<file path="config.mk">
export PLATFORM = sky130hd
export DESIGN_NAME = ahb_sram_bridge
export DESIGN_NICKNAME = d
export VERILOG_FILES = /design/src/rtl/ahb_sram_pkg.sv /design/src/rtl/ahb_sram_wbuf.sv /design/src/rtl/ahb_sram_bridge.sv
export SDC_FILE = /design/constraint.sdc
export NUM_CORES = 1
export LEC_CHECK = 0
export CAP_MARGIN = 30
export CORE_ASPECT_RATIO = 0.9
export CORE_MARGIN = 5
export CORE_UTILIZATION = 47
export DETAILED_ROUTE_END_ITERATION = 8
export HOLD_SLACK_MARGIN = 0.1
export MAX_ROUTING_LAYER = met4
export PLACE_DENSITY = 0.85
export SYNTH_ARGS = -nofsm -noshare
export SYNTH_HDL_FRONTEND = slang
export SYNTH_HIERARCHICAL = 1
export SYNTH_SLANG_ARGS = --single-unit
</file>
<file path="constraint.sdc">
create_clock -name CLK -period 6.8 [get_ports CLK]
set_input_delay 1.36 -clock CLK [delete_from_list [all_inputs] [get_ports CLK]]
set_output_delay 1.36 -clock CLK [all_outputs]
set_load 0.01 [all_outputs]
</file>
<file path="src/rtl/ahb_sram_pkg.sv">
// rtl/ahb_sram_pkg.sv - shared encodings, response FSM states and lane-mask helper for the AHB SRAM bridge
package ahb_sram_pkg;

    localparam logic [1:0] HTRANS_IDLE   = 2'b00;
    localparam logic [1:0] HTRANS_BUSY   = 2'b01;
    localparam logic [1:0] HTRANS_NONSEQ = 2'b10;
    localparam logic [1:0] HTRANS_SEQ    = 2'b11;

    localparam logic [2:0] HSIZE_BYTE = 3'd0;
    localparam logic [2:0] HSIZE_HALF = 3'd1;
    localparam logic [2:0] HSIZE_WORD = 3'd2;

    typedef enum logic [1:0] {
        RS_OK,
        RS_STALL,
        RS_ERR1,
        RS_ERR2
    } resp_state_e;

    typedef struct packed {
        logic       illegal;
        logic [3:0] mask;
    } lane_sel_t;

    function automatic logic htrans_active(input logic [1:0] htrans);
        logic act;
        case (htrans)
            HTRANS_NONSEQ, HTRANS_SEQ: act = 1'b1;
            HTRANS_IDLE, HTRANS_BUSY:  act = 1'b0;
            default:                   act = 1'b0;
        endcase
        return act;
    endfunction

    // Oversized or misaligned transfers are flagged illegal; their mask is never used.
    function automatic lane_sel_t byte_mask(input logic [2:0] size, input logic [1:0] addr);
        lane_sel_t r;
        r.illegal = 1'b0;
        r.mask    = 4'b0000;
        case (size)
            HSIZE_BYTE: r.mask = 4'b0001 << addr;
            HSIZE_HALF: begin
                r.mask    = addr[1] ? 4'b1100 : 4'b0011;
                r.illegal = addr[0];
            end
            HSIZE_WORD: begin
                r.mask    = 4'b1111;
                r.illegal = |addr;
            end
            default: r.illegal = 1'b1;
        endcase
        return r;
    endfunction

endpackage

</file>
<file path="src/rtl/ahb_sram_wbuf.sv">
// rtl/ahb_sram_wbuf.sv - one-entry posted write buffer with read-data byte merge
module ahb_sram_wbuf
    import ahb_sram_pkg::*;
#(
    parameter int AW = 15,
    parameter int DW = 32
) (
    input  logic          clk_i,
    input  logic          rstn_i,
    input  logic          load_i,
    input  logic          drain_i,
    input  logic [AW-1:0] load_addr_i,
    input  logic [3:0]    load_mask_i,
    input  logic [DW-1:0] load_data_i,
    input  logic [AW-1:0] rd_addr_i,
    input  logic [DW-1:0] sram_q_i,
    output logic          wb_valid_o,
    output logic [AW-1:0] wb_addr_o,
    output logic [3:0]    wb_mask_o,
    output logic [DW-1:0] wb_data_o,
    output logic [DW-1:0] rd_data_o
);

    logic          valid_q, valid_d;
    logic [AW-1:0] addr_q,  addr_d;
    logic [3:0]    mask_q,  mask_d;
    logic [DW-1:0] data_q,  data_d;
    logic          hit;

    // A reload in the same cycle as a drain keeps the entry valid.
    always_comb begin
        valid_d = valid_q;
        addr_d  = addr_q;
        mask_d  = mask_q;
        data_d  = data_q;
        if (load_i) begin
            valid_d = 1'b1;
            addr_d  = load_addr_i;
            mask_d  = load_mask_i;
            data_d  = load_data_i;
        end else if (drain_i) begin
            valid_d = 1'b0;
        end
    end

    always_ff @(posedge clk_i) begin
        if (!rstn_i) begin
            valid_q <= 1'b0;
            addr_q  <= '0;
            mask_q  <= '0;
            data_q  <= '0;
        end else begin
            valid_q <= valid_d;
            addr_q  <= addr_d;
            mask_q  <= mask_d;
            data_q  <= data_d;
        end
    end

    assign hit = valid_q && (addr_q == rd_addr_i);

    always_comb begin
        rd_data_o = sram_q_i;
        for (int b = 0; b < 4; b++) begin
            if (hit && mask_q[b]) begin
                rd_data_o[8*b +: 8] = data_q[8*b +: 8];
            end
        end
    end

    assign wb_valid_o = valid_q;
    assign wb_addr_o  = addr_q;
    assign wb_mask_o  = mask_q;
    assign wb_data_o  = data_q;

endmodule

</file>
<file path="src/rtl/ahb_sram_bridge.sv">
// rtl/ahb_sram_bridge.sv - AHB-lite slave to single-port byte-enabled SRAM bridge with posted writes
module ahb_sram_bridge
    import ahb_sram_pkg::*;
#(
    parameter int AW = 15,
    parameter int DW = 32
) (
    input  logic          CLK,
    input  logic          RSTN,
    input  logic          HSEL,
    input  logic [AW+1:0] HADDR,
    input  logic [1:0]    HTRANS,
    input  logic          HWRITE,
    input  logic [2:0]    HSIZE,
    input  logic [DW-1:0] HWDATA,
    input  logic          HREADY,
    output logic          HREADYOUT,
    output logic          HRESP,
    output logic [DW-1:0] HRDATA,
    output logic          SRAM_CEN,
    output logic          SRAM_GWEN,
    output logic [3:0]    SRAM_BEN,
    output logic [AW-1:0] SRAM_A,
    output logic [DW-1:0] SRAM_D,
    input  logic [DW-1:0] SRAM_Q
);

    resp_state_e   state_q, state_d;
    logic          dp_valid_q, dp_valid_d;
    logic          dp_write_q, dp_write_d;
    logic          dp_err_q,   dp_err_d;
    logic [AW-1:0] dp_addr_q,  dp_addr_d;
    logic [3:0]    dp_mask_q,  dp_mask_d;

    lane_sel_t     lane;
    logic          trans_act, fsm_open, dp_wr_ok, collision;
    logic          accept, rd_issue, wr_issue, wb_load;
    logic          wb_valid;
    logic [AW-1:0] wb_addr;
    logic [3:0]    wb_mask;
    logic [DW-1:0] wb_data, merged_rdata;
    logic          hreadyout_c, hresp_c;

    assign lane      = byte_mask(HSIZE, HADDR[1:0]);
    assign trans_act = HSEL & htrans_active(HTRANS);
    // The stall cycle's follow-up (STALL) completes the held write with HREADYOUT=1, so it may accept.
    assign fsm_open  = (state_q == RS_OK) || (state_q == RS_STALL);
    assign dp_wr_ok  = dp_valid_q & dp_write_q & ~dp_err_q;
    // Collision ignores HREADY: during our own data phase HREADY is our HREADYOUT.
    assign collision = RSTN & (state_q == RS_OK) & dp_wr_ok & wb_valid
                     & trans_act & ~HWRITE & ~lane.illegal;
    assign accept    = RSTN & trans_act & HREADY & fsm_open & ~collision;
    assign rd_issue  = accept & ~HWRITE & ~lane.illegal;
    assign wr_issue  = RSTN & wb_valid & ~rd_issue;
    assign wb_load   = dp_wr_ok & HREADY & ~collision;

    always_comb begin
        dp_valid_d = dp_valid_q;
        dp_write_d = dp_write_q;
        dp_err_d   = dp_err_q;
        dp_addr_d  = dp_addr_q;
        dp_mask_d  = dp_mask_q;
        if (HREADY) begin
            dp_valid_d = accept;
            dp_write_d = accept & HWRITE;
            dp_err_d   = accept & lane.illegal;
            dp_addr_d  = accept ? HADDR[AW+1:2] : '0;
            dp_mask_d  = accept ? lane.mask : 4'b0000;
        end
    end

    always_comb begin
        state_d     = state_q;
        hreadyout_c = 1'b1;
        hresp_c     = 1'b0;
        case (state_q)
            RS_OK: begin
                if (collision) begin
                    hreadyout_c = 1'b0;
                    state_d     = RS_STALL;
                end else if (accept && lane.illegal) begin
                    state_d = RS_ERR1;
                end
            end
            RS_STALL: state_d = (accept && lane.illegal) ? RS_ERR1 : RS_OK;
            RS_ERR1: begin
                hreadyout_c = 1'b0;
                hresp_c     = 1'b1;
                state_d     = RS_ERR2;
            end
            RS_ERR2: begin
                hresp_c = 1'b1;
                state_d = RS_OK;
            end
            default: state_d = RS_OK;
        endcase
    end

    always_ff @(posedge CLK) begin
        if (!RSTN) begin
            state_q    <= RS_OK;
            dp_valid_q <= 1'b0;
            dp_write_q <= 1'b0;
            dp_err_q   <= 1'b0;
            dp_addr_q  <= '0;
            dp_mask_q  <= '0;
        end else begin
            state_q    <= state_d;
            dp_valid_q <= dp_valid_d;
            dp_write_q <= dp_write_d;
            dp_err_q   <= dp_err_d;
            dp_addr_q  <= dp_addr_d;
            dp_mask_q  <= dp_mask_d;
        end
    end

    ahb_sram_wbuf #(
        .AW (AW),
        .DW (DW)
    ) u_wbuf (
        .clk_i       (CLK),
        .rstn_i      (RSTN),
        .load_i      (wb_load),
        .drain_i     (wr_issue),
        .load_addr_i (dp_addr_q),
        .load_mask_i (dp_mask_q),
        .load_data_i (HWDATA),
        .rd_addr_i   (dp_addr_q),
        .sram_q_i    (SRAM_Q),
        .wb_valid_o  (wb_valid),
        .wb_addr_o   (wb_addr),
        .wb_mask_o   (wb_mask),
        .wb_data_o   (wb_data),
        .rd_data_o   (merged_rdata)
    );

    // Outputs are forced idle while RSTN is low so a pending entry never reaches the macro.
    assign HREADYOUT = RSTN ? hreadyout_c : 1'b1;
    assign HRESP     = RSTN & hresp_c;
    assign HRDATA    = (RSTN & dp_valid_q & ~dp_write_q & ~dp_err_q) ? merged_rdata : '0;
    assign SRAM_CEN  = ~(rd_issue | wr_issue);
    assign SRAM_GWEN = ~wr_issue;
    assign SRAM_BEN  = wr_issue ? ~wb_mask : 4'hF;
    assign SRAM_A    = rd_issue ? HADDR[AW+1:2] : (wr_issue ? wb_addr : '0);
    assign SRAM_D    = wr_issue ? wb_data : '0;

endmodule
</file>
; Word level (Yosys, flattened, before mapping)
; Index checks and enable logic that the tools add are counted.
[word_totals]
reg_bits = 76
input_bits = 91
output_inout_bits = 87
word_cells = 96
[op_classes]
n_eq_ne = 10
shifts = 1
muxes = 25
bitwise = 35
n_reduce_logical = 15
[op_table]
columns = operator, count
row1 = $mux 32, 2
row2 = $mux 15, 3
row3 = $mux 8, 4
row4 = $and 1x1->1, 25
row5 = $eq 15x15->1, 1
row6 = $mux 4, 3
row7 = $pmux 4 s3, 1
row8 = $eq 2x2->1 const B, 4
row9 = $not 1->1, 8
row10 = $pmux 2 s4, 1
row11 = $reduce_or 2->1, 4
row12 = $logic_and 1x1->1, 6
row13 = $mux 2, 3
row14 = $mux 1, 5
row15 = $eq 2x1->1 const B, 2
row16 = $logic_not 2->1, 2
row17 = $not 4->4, 1
row18 = $pmux 1 s2, 2
row19 = $shl 1x2->4 const A, 1
row20 = $eq 3x1->1 const B, 1
row21 = $eq 3x2->1 const B, 1
row22 = $logic_not 3->1, 1
row23 = $ne 3x2->1 const B, 1
row24 = $pmux 1 s3, 1
row25 = 3 further kinds, 3

; Longest topological paths before layout
; Gate-level depths: netlist of run 1.
[logic_depth]
word_depth = 15
depth_mapped = 8
ltp_nobuf = 6

; Hierarchy
; Netlist of run 1, hierarchy kept.
[modules_own_cells]
columns = module, instances, cells_each, area_each_um2, seq_area_each_um2
row1 = ahb_sram_wbuf, 1, 229, 2606.2, 1041.0
row2 = ahb_sram_bridge, 1, 208, 1749.2, 480.5

; Worst setup path before layout of run 1
; Ideal clock, no wire load.
[synth_path]
kind = in2out
from = in HSIZE[0]
to = out SRAM_A[12]
arrival_time_ns = 2.654
t_required_ns = 5.440
slack_ns = 2.786
path_stages = 5
path_buffers = 1
cell_sequence = nor3_4 -> o21bai_2 -> nor4_4 -> buf_6 -> mux2_1
[synth_between]
elab_chain_len = 12
elab_cells_between_ends = 14
cone_classes = 2 x eq/ne / 3 x mux / 8 x bitwise / 1 x reduce/logical
[synth_lines]
columns = element, line
row1 = from (decl), ahb_sram_bridge.sv:14  ; input logic [2:0] HSIZE,
row2 = "$eq 3x2->1, or another cell as far along", ahb_sram_pkg.sv:40  ; case (size)
row3 = $pmux 1 s3 (*), ahb_sram_pkg.sv:40
row4 = $not 1->1 (*), "ahb_sram_bridge.sv:51, ahb_sram_bridge.sv:53"
row5 = $and 1x1->1, ahb_sram_bridge.sv:51  ; & trans_act & ~HWRITE & ~lane.illegal;
row6 = $not 1->1, ahb_sram_bridge.sv:52  ; assign accept = RSTN & trans_act & HREADY & fsm_open & ~collision;
row7 = $and 1x1->1, ahb_sram_bridge.sv:52
row8 = $and 1x1->1, ahb_sram_bridge.sv:53  ; assign rd_issue = accept & ~HWRITE & ~lane.illegal;
row9 = $and 1x1->1 (*), ahb_sram_bridge.sv:53
row10 = $not 1->1, ahb_sram_bridge.sv:54  ; assign wr_issue = RSTN & wb_valid & ~rd_issue;
row11 = $and 1x1->1, ahb_sram_bridge.sv:54
row12 = $mux 15, ahb_sram_bridge.sv:144  ; assign SRAM_A = rd_issue ? HADDR[AW+1:2] : (wr_issue ? wb_addr : '0);
row13 = $mux 15 (*), ahb_sram_bridge.sv:144
row14 = to (decl), ahb_sram_bridge.sv:23  ; output logic [AW-1:0] SRAM_A,
; Mark *: on every way between the ends. The rest lies on a longest branch, timed or not.

; Worst setup path after layout of run 1
[layout_path]
from = in HSIZE[0]
to = out SRAM_A[11]
; Same word-level chain as after synthesis.

==> results of run 1 <==
[synth_stat cells, drive strengths merged (2+ instances only)]
library cell	instances	area, um^2
o21ai	5	25.02
and3	17	106.4
a22o	15	131.4
nand4	4	85.08
dfxtp	76	1521
nor3	3	31.28
nor4	8	110.1
nand3	2	15.01
inv	4	15.01
o21ba	2	20.02
o21a	4	30.03
nor2	5	18.77
and2	65	406.6
nor2b	56	350.3
xor2	15	131.4
a21oi	4	23.77
mux2	47	529.3
nand2	15	58.81
buf	10	61.30
mux2i	51	510.5
clkbuf	15	56.30
[sequential cells by signal (all words and copies together), names as in the netlist]
signal	cells
dp_valid_q	1
u_wbuf/wb_data_o	32
u_wbuf/wb_addr_o	15
u_wbuf/wb_valid_o	1
u_wbuf/wb_mask_o	4
dp_mask_q	4
dp_err_q	1
dp_write_q	1
state_q	2
dp_addr_q	15
[kinds of logic (layout without fill, tap and decap cells)]
kind of cell | Yosys count | in the layout | synth area share [%]
muxes | 98 | 98 | 23.87
and+or+nand+nor | 181 | 181 | 28.21
xor gates and xnor gates | 15 | 15 | 3.016
buffers and inverters | 29 | 202 | 3.045
DFF | 76 | 76 | 34.93
AOI/OAI and AO/OA | 38 | 38 | 6.924
[metal layers]
layer,part of all wire [%],wire length [um]
met5,0,0
met4,1.5,178
met3,4.6,564
met2,50,6122
met1,43,5264
[metrics by stage]
| stage | area (um^2) | hold WS [ns] | utilization, % | power (mW) | instances |
|---|---|---|---|---|---|
| after detailed placement | 6220 | 0.4482 | 68.47 | 0.5774 | 715 |
| after global placement | 6220 | 0.4416 | 68.47 | 0.5738 | 715 |
| after CTS | 6421 | 0.4672 | 70.69 | 0.9251 | 731 |
| after floorplan | 4355 | 0.4248 | - | 0.5052 | 437 |
| after global routing | 6432 | 0.5133 | 70.81 | 0.9514 | 732 |
| final | 6432 | 0.4681 | 70.81 | 0.9168 | 732 |
[final cells by class]
type	count	share of cell area, %
sequential	76	23.65
clock inverter	6	0.9920
tap	122	2.373
clock buffer	10	2.140
timing repair buffer	182	28.07
multi-input combinational	332	42.54
inverter	4	0.2334
[report_power, final]
group	internal [mW]	total, mW	leakage (nW)	switching, mW
logic	0.0743	0.115	1.65	0.0404
clock network	0.179	0.350	0.0983	0.171
registers	0.448	0.452	0.613	0.00367
total	0.702	0.917	2.36	0.215
[tightest hold or removal path, delay by kind of cell, from the launching register on]
kind               cells  cell delay [ns]
and+or+nand+nor        1             0.05
AOI/OAI and AO/OA      1             0.06
DFF                    1             0.34
[worst max path at each step]
stage,from,to,slack [ns],depth (start not counted)
CTS,HSIZE[0],SRAM_A[1],1.28,6
floorplan,HSIZE[0],SRAM_A[12],2.79,5
finish,HSIZE[0],SRAM_A[11],1.44,7
global route,HSIZE[0],SRAM_A[3],1.34,7
detailed placement,HSIZE[0],SRAM_A[1],1.28,6
global placement,HSIZE[0],SRAM_A[6],1.35,6
==> run summary, run 1 <==
Max_slew headroom - 38.55%
Final wirelength - 12.13 mm
Vias in the first global route - 3701
Sequential area share after synthesis - 34.93%
Fillers - 698
GP Congestion - 0.8335
Req. time, crit path - 5.44 ns
Endpoints failing hold - 0
CTS tree - done
First-pass GRT wire length - 18.82 mm
Core area - 0.009084 mm^2
Area of the multi-input gates - 0.002736 mm^2
Met2 Track Usage GR - 37.37%
Maximum number of pins on one net before global-route repair - 77
FF+latch count, synth - 76
Most common flop cell mapped by yosys - dfxtp_1
Die Wd - 111.5 um
Worst Hold Path Cells - 2
Vert. Die Dim - 101.3 um
Vias - 3755
Synthesized net count - 528
Reg-to-Reg End - u_wbuf/wb_addr_o[4]
Root buf cell - clkbuf_8
Delay-heaviest family, CP - buffers and inverters
PortBufs - 176
Iter 0 DRT Violations - 162
Mean Syn Cell Area - 9.967 um^2
Commonest non-fill, non-tap cell in the layout - clkdlybuf4s50_1
WL/cell - 16.57 um
R2r setup slk - 4.06 ns
Global routing's busiest layer - met2
Total GRT Usage - 21.34%
CP startpoint kind - input port
DP Worst Slack - 1.282 ns
Power density over the cells - 142.5 mW/mm^2
Post-route DRC - 0
CP arrival - 4.00 ns
Synth cell types - 45
Fin nets - 696
FF-to-FF Start - u_wbuf/wb_valid_o
CTS-repair resized insts - 0
Starting density of the core - 47.95%
Skew final - 0.01233 ns
Row count - 33
Setup violators final - 0
Clock period minus worst slack - 5.360 ns
Tcrit/Tclk final - 78.83%
Overflow after GRT - 0
Worst slew pin tran - 0.9189 ns
Clock Tree Buf Depth - 2
Hold Crit Start - dp_mask_q[2]
Clk sinks - 76
ANT nets after route - 0
Final setup margin - 1.440 ns
Critical path cell sequence - clkdlybuf4s50_1 > nor3_4 > o21bai_2 > nor4_4 > buf_6 > mux2_2 > clkdlybuf4s50_1
Syn Inst Count - 437
Ports - 178
Nature of the critical path endpoint - primary output
Number of antenna violations at the first check in global routing - 0
Cell area after synthesis - 0.004355 mm^2
Worst reg-to-reg path cell count - 7
Post-synth EDFFs - 0
Hold WC Path Type - reg -> reg
CTS H-tree depth - 3
# diodes - 0
Status - complete, no violations
Buf/Inv on CP - 3
Total negative slack - 0 ns
GRT met3 Usage - 4.839%
Crit Path Max Fanout - 8
Final slew viol count - 0
Maximum clock rate - 186.6 MHz
Slowest cell delay on critical path - 0.64 ns
Grt met1 use - 24.95%
Clock-pin slew on the worst setup and hold paths - 0.09 ns
DP HPWL - 9.038 mm
FFs w/ async S/R, synth - 0%
CP max stage cell - nor4_4
Crit Path Category - in -> out
Worst hold path endpoint - dp_mask_q[2]
CP dominant cell by count - clkdlybuf4s50_1
Synthesis-to-layout area growth - 47.69%
Max-cap violations - 0
Max VDD drop - 0.0001129 V
Most frequent cells in the layout - clkdlybuf4s50_1 (175), dfxtp_1 (76), and2_1 (65), nor2b_1 (56), mux2i_1 (51)
Post-CTS Setup Bufs - 0
Later-pin clock latency in the skew report - 0.35 ns
FF/Latch Area - 0.001521 mm^2
Via-to-Cell Ratio - 5.130
Die area - 0.01129 mm^2
Drt pass-1 iters - 4
Synth warn - 6
Leak - 2.364 nW
Hold Buf Count CTS - 0
Layout cell share with drive strength beyond 1 - 14.43%
RSZ-0062 raised after global routing - no
CTS Buf Count - 9
(Power assumes the default switching activity.)
==> run 2, diff against run 1 <==
Settings changed: CORE_UTILIZATION 47 to 44, PLACE_DENSITY 0.85 to 0.81.
Clock period 6.8 ns to 5.4 ns, I/O delays scaled along.
==> run summary, run 2 (synthesized netlist as in run 1, its figures left out) <==
Total power - 1.089 mW
GRT met3 Usage - 5.003%
Hold Buf Count CTS - 0
ANT nets after route - 0
CTS Buf Count - 9
Leak - 2.343 nW
Total negative slack - 0 ns
CP max stage cell - clkdlybuf4s50_1
CP startpoint kind - input port
Number of antenna violations at the first check in global routing - 0
PortBufs - 176
Critical path cell sequence - clkdlybuf4s50_1 > nor3_4 > o21bai_2 > nor4_4 > buf_4 > mux2_2 > clkdlybuf4s50_1
Cells after DPL - 720
Drt pass-1 iters - 4
Cell area after layout - 0.006401 mm^2
Commonest non-fill, non-tap cell in the layout - clkdlybuf4s50_1
CP arrival - 3.63 ns
GP Congestion - 0.8908
Placed cell areas - 0.006232 mm^2
Via-to-Cell Ratio - 5.159
Row count - 34
RSZ-0062 raised after global routing - no
CTS-repair resized insts - 0
Vias - 3797
Most frequent cells in the layout - clkdlybuf4s50_1 (175), dfxtp_1 (76), and2_1 (65), nor2b_1 (56), mux2i_1 (51)
Grt met1 use - 23.55%
Die Wd - 114.9 um
Internal power - 824.2 uW
Layout cell share with drive strength beyond 1 - 14.26%
Max-cap violations - 0
Setup violators final - 0
Post-route DRC - 0
CP dominant cell by count - clkdlybuf4s50_1
Crit Path Max Fanout - 10
CTS H-tree depth - 3
Final wirelength - 12.38 mm
Clock Tree Buf Depth - 2
Fin nets - 696
Maximum clock rate - 212.4 MHz
Worst slew pin tran - 0.9176 ns
Sw Ratio - 24.31%
Status - complete, no violations
Combinational power share - 13.3%
R2r setup slk - 2.65 ns
Clock period minus worst slack - 4.708 ns
Starting density of the core - 45.10%
# diodes - 0
Tcrit/Tclk final - 87.19%
Final std cells w/o fill - 736
Req. time, crit path - 4.32 ns
Iter 0 DRT Violations - 148
Met2 Track Usage GR - 35.91%
Total GRT Usage - 20.59%
Nature of the critical path endpoint - primary output
Die area - 0.01199 mm^2
WL/cell - 16.82 um
Worst hold slack - 0.4631 ns
Power density over the cells - 170.1 mW/mm^2
Synthesis-to-layout area growth - 46.97%
First-pass GRT wire length - 19.26 mm
Maximum number of pins on one net before global-route repair - 75
NetSw - 264.8 uW
Skew final - 0.008855 ns
Root buf cell - clkbuf_8
Vert. Die Dim - 104.4 um
Overflow after GRT - 0
Hold WC Path Type - reg -> reg
CTS tree - done
Crit Path Category - in -> out
Max FFs per register - 32
Clock power share - 34.4%
Seq pwr share - 52.3%
Max_slew headroom - 38.63%
Post-CTS Setup Bufs - 0
Slowest cell delay on critical path - 0.53 ns
Ports - 178
DP HPWL - 9.369 mm
Vias in the first global route - 3800
Later-pin clock latency in the skew report - 0.35 ns
Endpoints failing hold - 0
Clk sinks - 76
Global routing's busiest layer - met2
Final slew viol count - 0
Core area - 0.009657 mm^2
Max VDD drop - 0.0001320 V
Clock-pin slew on the worst setup and hold paths - 0.07 ns
==> run 2: power groups by stage <==
stage | Clock [mW] | Sequential, mW | Combinational (mW)
after global placement | 0 | 0.582 | 0.142
after CTS | 0.386 | 0.569 | 0.146
final | 0.375 | 0.569 | 0.145
after detailed placement | 0 | 0.583 | 0.145
after global routing | 0.405 | 0.570 | 0.154
after floorplan | 0 | 0.581 | 0.0550
==> run 2: final timing paths <==
kind / start / end / cells past startpoint
setup / recovery: HSIZE[0] / SRAM_A[6] / 7
hold / removal: dp_mask_q[1] / dp_mask_q[1] / 2
setup reg to reg: u_wbuf/wb_valid_o / u_wbuf/wb_addr_o[0] / 7
hold reg to reg: dp_mask_q[1] / dp_mask_q[1] / 2
==> run 2: per-stage QoR <==
step                util (%)  setup slack, ns
floorplan                  -            1.946
global placement       64.54           0.7178
detailed placement     64.54           0.6955
CTS                    66.29           0.6946
global route           66.29           0.5732
finish                 66.29           0.6919
==> run 2: layout make-up <==
type / instances / area, um^2
fillers: 813 / 3256
multi-input cells: 332 / 2736
repair buffers: 182 / 1802
flip-flops and latches: 76 / 1521
well taps: 126 / 157.7
clock buffers: 10 / 127.6
clock inverters: 6 / 41.29
inverters: 4 / 15.01
==> run 2: worst max-delay path, delay by kind of cell <==
family                 cells  cell delay [ns]
buffers and inverters      3             1.33
and+or+nand+nor            2             0.73
muxes                      1             0.35
AOI/OAI and AO/OA          1             0.14
==> run 2: layer usage <==
layer,part of all wire (%),vias up
li1,-,1855
met3,6.2,13
met1,42,1804
met2,51,125
met5,0,-
met4,1.3,0
==> RTL edit 1, RTL diff (settings of run 1) <==
Encoding of `resp_state_e`: now Gray code (2 bits for 4 states).
--- a/src/rtl/ahb_sram_pkg.sv
+++ b/src/rtl/ahb_sram_pkg.sv
@@ -11,10 +11,10 @@
     localparam logic [2:0] HSIZE_WORD = 3'd2;
 
     typedef enum logic [1:0] {
-        RS_OK,
-        RS_STALL,
-        RS_ERR1,
-        RS_ERR2
+        RS_OK    = 2'b00,
+        RS_STALL = 2'b01,
+        RS_ERR1  = 2'b11,
+        RS_ERR2  = 2'b10
     } resp_state_e;
 
     typedef struct packed {
Behaviour: no difference found for any inputs over 10 cycles, from zero or initial values and one cycle with RSTN low; not proved beyond that.
==> RTL edit 1 against run 1 <==
Design area fell by 0.25%; core utilization increased by 0.14 points; total power is 10% higher; count of clock-buffer cells in the layout increased by 3; worst setup slack got worse by 210 ps; register-to-register slack gained 200 ps; synthesized area is 1.3% lower; largest power group unchanged; sequential cell count unchanged; via count is 4.8% higher; critical path depth decreased by 1; routed wire length up 2.3%; cell count rose by 1.8%; die area fell by 1.1%.
==> RTL edit 1: results (changes against run 1) <==
* Comb_multi_in at 346 (was 332)
* Pleak at 0.00227 µW (was 0.00236 µW)
* Tot GR Track Use at 22.7% (was 21.3%)
* Routing usage on met2 at 39.1% (was 37.4%)
* First-pass GRT wire length at 20,200 µm (was 18,800 µm)
* Library cells used by synthesis at 41 (was 45)
* Clk_skew at 13.2 ps (was 12.3 ps)
* Met3 usage at 3.48% (was 4.84%)
* Cells after DPL at 729 (was 715)
* Clock buffers at 13 (was 10)
* GR Layer Usage met1 at 27.6% (was 25.0%)
* Slowest stage delay, CP at 740 ps (was 640 ps)
* CP Max Fanout at 22 (was 8)
* Critical path endpoint: SRAM_A[6] (was SRAM_A[11])
* Crit path DAT at 4210 ps (was 4000 ps)
* CP max stage cell: o21a_1 (was nor4_4)
* NonClk Buf Share at 28.2% (was 28.1%)
* PwrDens at 158 mW/mm² (was 143 mW/mm²)
* Fillers at 684 (was 698)
* Outcome: finished, final reports clean (unchanged)
* Multi-input combinational area share at 41.3% (was 42.5%)
* Maximum VDD drop at 0.116 mV (was 0.113 mV)
* Nets at 709 (was 696)
* R2r setup slk at 4260 ps (was 4060 ps)
* Drt wl/cell at 16.7 µm (was 16.6 µm)
==> RTL edit 1: cells by family (layout without fill, tap and decap cells) <==
kind of cell	count (synthesis)	in the layout	share of synthesized area [%]
flip-flops	76	76	35.4
AND/OR/NAND/NOR	195	195	28.8
buffers and inverters	33	201	3.69
XOR/XNOR	15	15	3.06
AO/OA/AOI/OAI	53	53	8.79
multiplexers	83	83	20.3
==> RTL edit 1: routing by layer <==
| metal | share of wire, % | routed length (µm) | vias up |
|---|---|---|---|
| met5 | 0 | 0 | - |
| li1 | - | - | 1911 |
| met4 | 1.4 | 169 | 0 |
| met3 | 5.3 | 661 | 10 |
| met2 | 50 | 6220 | 150 |
| met1 | 43 | 5360 | 1866 |
==> RTL edit 1: worst min path at each step <==
stage	start	slack [ps]	endpoint	cells after the start
after CTS	dp_mask_q[2]	480	dp_mask_q[2]	2
after floorplan	dp_mask_q[0]	420	dp_mask_q[0]	2
after global placement	dp_mask_q[3]	440	dp_mask_q[3]	2
after detailed placement	dp_mask_q[2]	460	dp_mask_q[2]	2
final	dp_mask_q[2]	470	dp_mask_q[2]	2
after global routing	dp_mask_q[1]	510	dp_mask_q[1]	2
==> RTL edit 1: where the power goes <==
part / leakage [µW] / internal (µW) / total, µW / switching, µW
registers: 0.000613 / 448 / 452 / 3.36
clock network: 0.000136 / 284 / 446 / 162
logic: 0.00152 / 72.7 / 114 / 41.5
total: 0.00227 / 805 / 1010 / 207
==> RTL edit 1: worst reg2reg max path: stages (launching register included) <==
cell	delay [ps]
dfxtp_1	840
nand2_2	210
nor3_2	450
a311oi_4	190
buf_4	400
mux2i_1	290
nor2b_1	60
==> RTL edit 2, RTL diff (config.mk and constraints of run 1) <==
Without the edit above. `AW` is set to 15 in 2 places; all go to 16.
--- a/src/rtl/ahb_sram_wbuf.sv
+++ b/src/rtl/ahb_sram_wbuf.sv
@@ -2,7 +2,7 @@
 module ahb_sram_wbuf
     import ahb_sram_pkg::*;
 #(
-    parameter int AW = 15,
+    parameter int AW = 16,
     parameter int DW = 32
 ) (
     input  logic          clk_i,
--- a/src/rtl/ahb_sram_bridge.sv
+++ b/src/rtl/ahb_sram_bridge.sv
@@ -2,7 +2,7 @@
 module ahb_sram_bridge
     import ahb_sram_pkg::*;
 #(
-    parameter int AW = 15,
+    parameter int AW = 16,
     parameter int DW = 32
 ) (
     input  logic          CLK,
Ports: changed (resized HADDR and SRAM_A); port bits go from 178 to 180. The function was not compared with the original's and may differ.
==> RTL edit 2 against run 1 <==
Critical endpoint is now SRAM_D[20]; worst setup slack worse by 250 ps; sequential power up 2%; sequential cell count up 2; register-to-register slack worse by 40 ps; routed wire length up 4.6%; total power up 2.2%; design area down 0.72%; clock skew down 3.7 ps; non-clock buffer count up 5; first-iteration DRC count down 3.7%; synthesized area down 1.1%.
==> RTL edit 2: results (changes against run 1) <==
* Outcome: finished, final reports clean (unchanged)
* Tot GR Track Use at 23.0% (was 21.3%)
* Fillers at 673 (was 698)
* Largest net degree at the start of global routing at 40 (was 77)
* Pleak at 0.00218 µW (was 0.00236 µW)
* Via count at 3,959 (was 3,755)
* Top cells by count, synth: dfxtp_1 (78), and2_1 (66), nor2b_1 (53) (was dfxtp_1 (76), and2_1 (65), nor2b_1 (56))
* M1 WL at 5230 µm (was 5260 µm)
* Clock-cell share of area at 3.17% (was 3.13%)
* Synthesized area per cell at 9.26 µm² (was 9.97 µm²)
* Detailed Route Iter0 Violations at 156 (was 162)
* CP max stage cell: a21oi_2 (was nor4_4)
* Post-Place Worst Slack at 1220 ps (was 1280 ps)
* Nets at 727 (was 696)
* Number of global-route vias before repair at 4,103 (was 3,701)
* RD Place Congestion at 0.880 (was 0.834)
* Post-Syn Nets at 557 (was 528)
* IO buf count at 178 (was 176)
* Maximum VDD drop at 0.116 mV (was 0.113 mV)
* Slowest stage delay, CP at 590 ps (was 640 ps)
* Non-CTS buffers at 187 (was 182)
* Met3 Wirelength at 768 µm (was 564 µm)
* Top area cells in the synthesized netlist: dfxtp_1 (36%), mux2i_1 (12%), and2_1 (9.6%) (was dfxtp_1 (35%), mux2i_1 (12%), mux2_2 (12%))
* Crit path DAT at 4250 ps (was 4000 ps)
* Slew HR at 34.7% (was 38.5%)
* DP Wirelength at 9560 µm (was 9040 µm)
* Multi-input combinational area share at 40.4% (was 42.5%)
* Inverters at 10 (was 4)
* Seq/Total Area, Yosys at 36.3% (was 34.9%)
* Number of flip-flops and latches at 78 (was 76)
* Clk_skew at 8.67 ps (was 12.3 ps)
* Library cells used by synthesis at 43 (was 45)
* NonClk Buf Share at 29.0% (was 28.1%)
RTL edit 2: cell types whose count changed after synthesis, moves of 6 or more:
cell | run 1 | this run
nand3_1 | 1 | 17
xor2_1 | 15 | 4
mux2_2 | 45 | 32
inv_1 | 4 | 10
and3_1 | 17 | 0
o21ai_0 | 5 | 23
nand2_1 | 14 | 30
xnor2_1 | 0 | 7
RTL edit 2: power groups by stage:
stage | Clock (µW) | Sequential, µW | Combinational [µW]
2_1_floorplan | 0 | 473 | 39.8
5_1_grt | 392 | 464 | 118
3_5_place_dp | 0 | 474 | 110
3_3_place_gp | 0 | 474 | 108
4_1_cts | 368 | 463 | 110
6_report | 364 | 463 | 110
RTL edit 2: kinds of logic (layout without fill, tap and decap cells):
logic type / count (synthesis) / count (layout) / synth area share (%)
compound gates: 60 / 60 / 9.73
xor+xnor: 11 / 11 / 2.24
buf+inv: 38 / 212 / 4.18
flops: 78 / 78 / 36.3
mux: 84 / 84 / 20.5
simple gates: 194 / 194 / 27.1
RTL edit 2: stage by stage:
stage,utilization (%),hold slack [ps]
after floorplan,-,425
after global placement,68.3,445
after detailed placement,68.3,458
after CTS,70.5,472
after global routing,70.6,503
final,70.6,465
RTL edit 2: path summary, 6_finish.rpt:
path,from,endpoint,cells past startpoint,slack (ps)
worst min-delay path,dp_mask_q[1],dp_mask_q[1],2,470
worst max-delay path,HSIZE[0],SRAM_D[20],7,1190
worst max register to register,u_wbuf/wb_valid_o,u_wbuf/wb_addr_o[1],8,4020
worst min register to register,dp_mask_q[1],dp_mask_q[1],2,470
RTL edit 2: routing by layer:
metal	up-vias	global-route usage, %
li1	1934	-
met1	1872	26.2
met2	135	40.3
met3	18	4.62
met4	0	8.24
met5	-	-
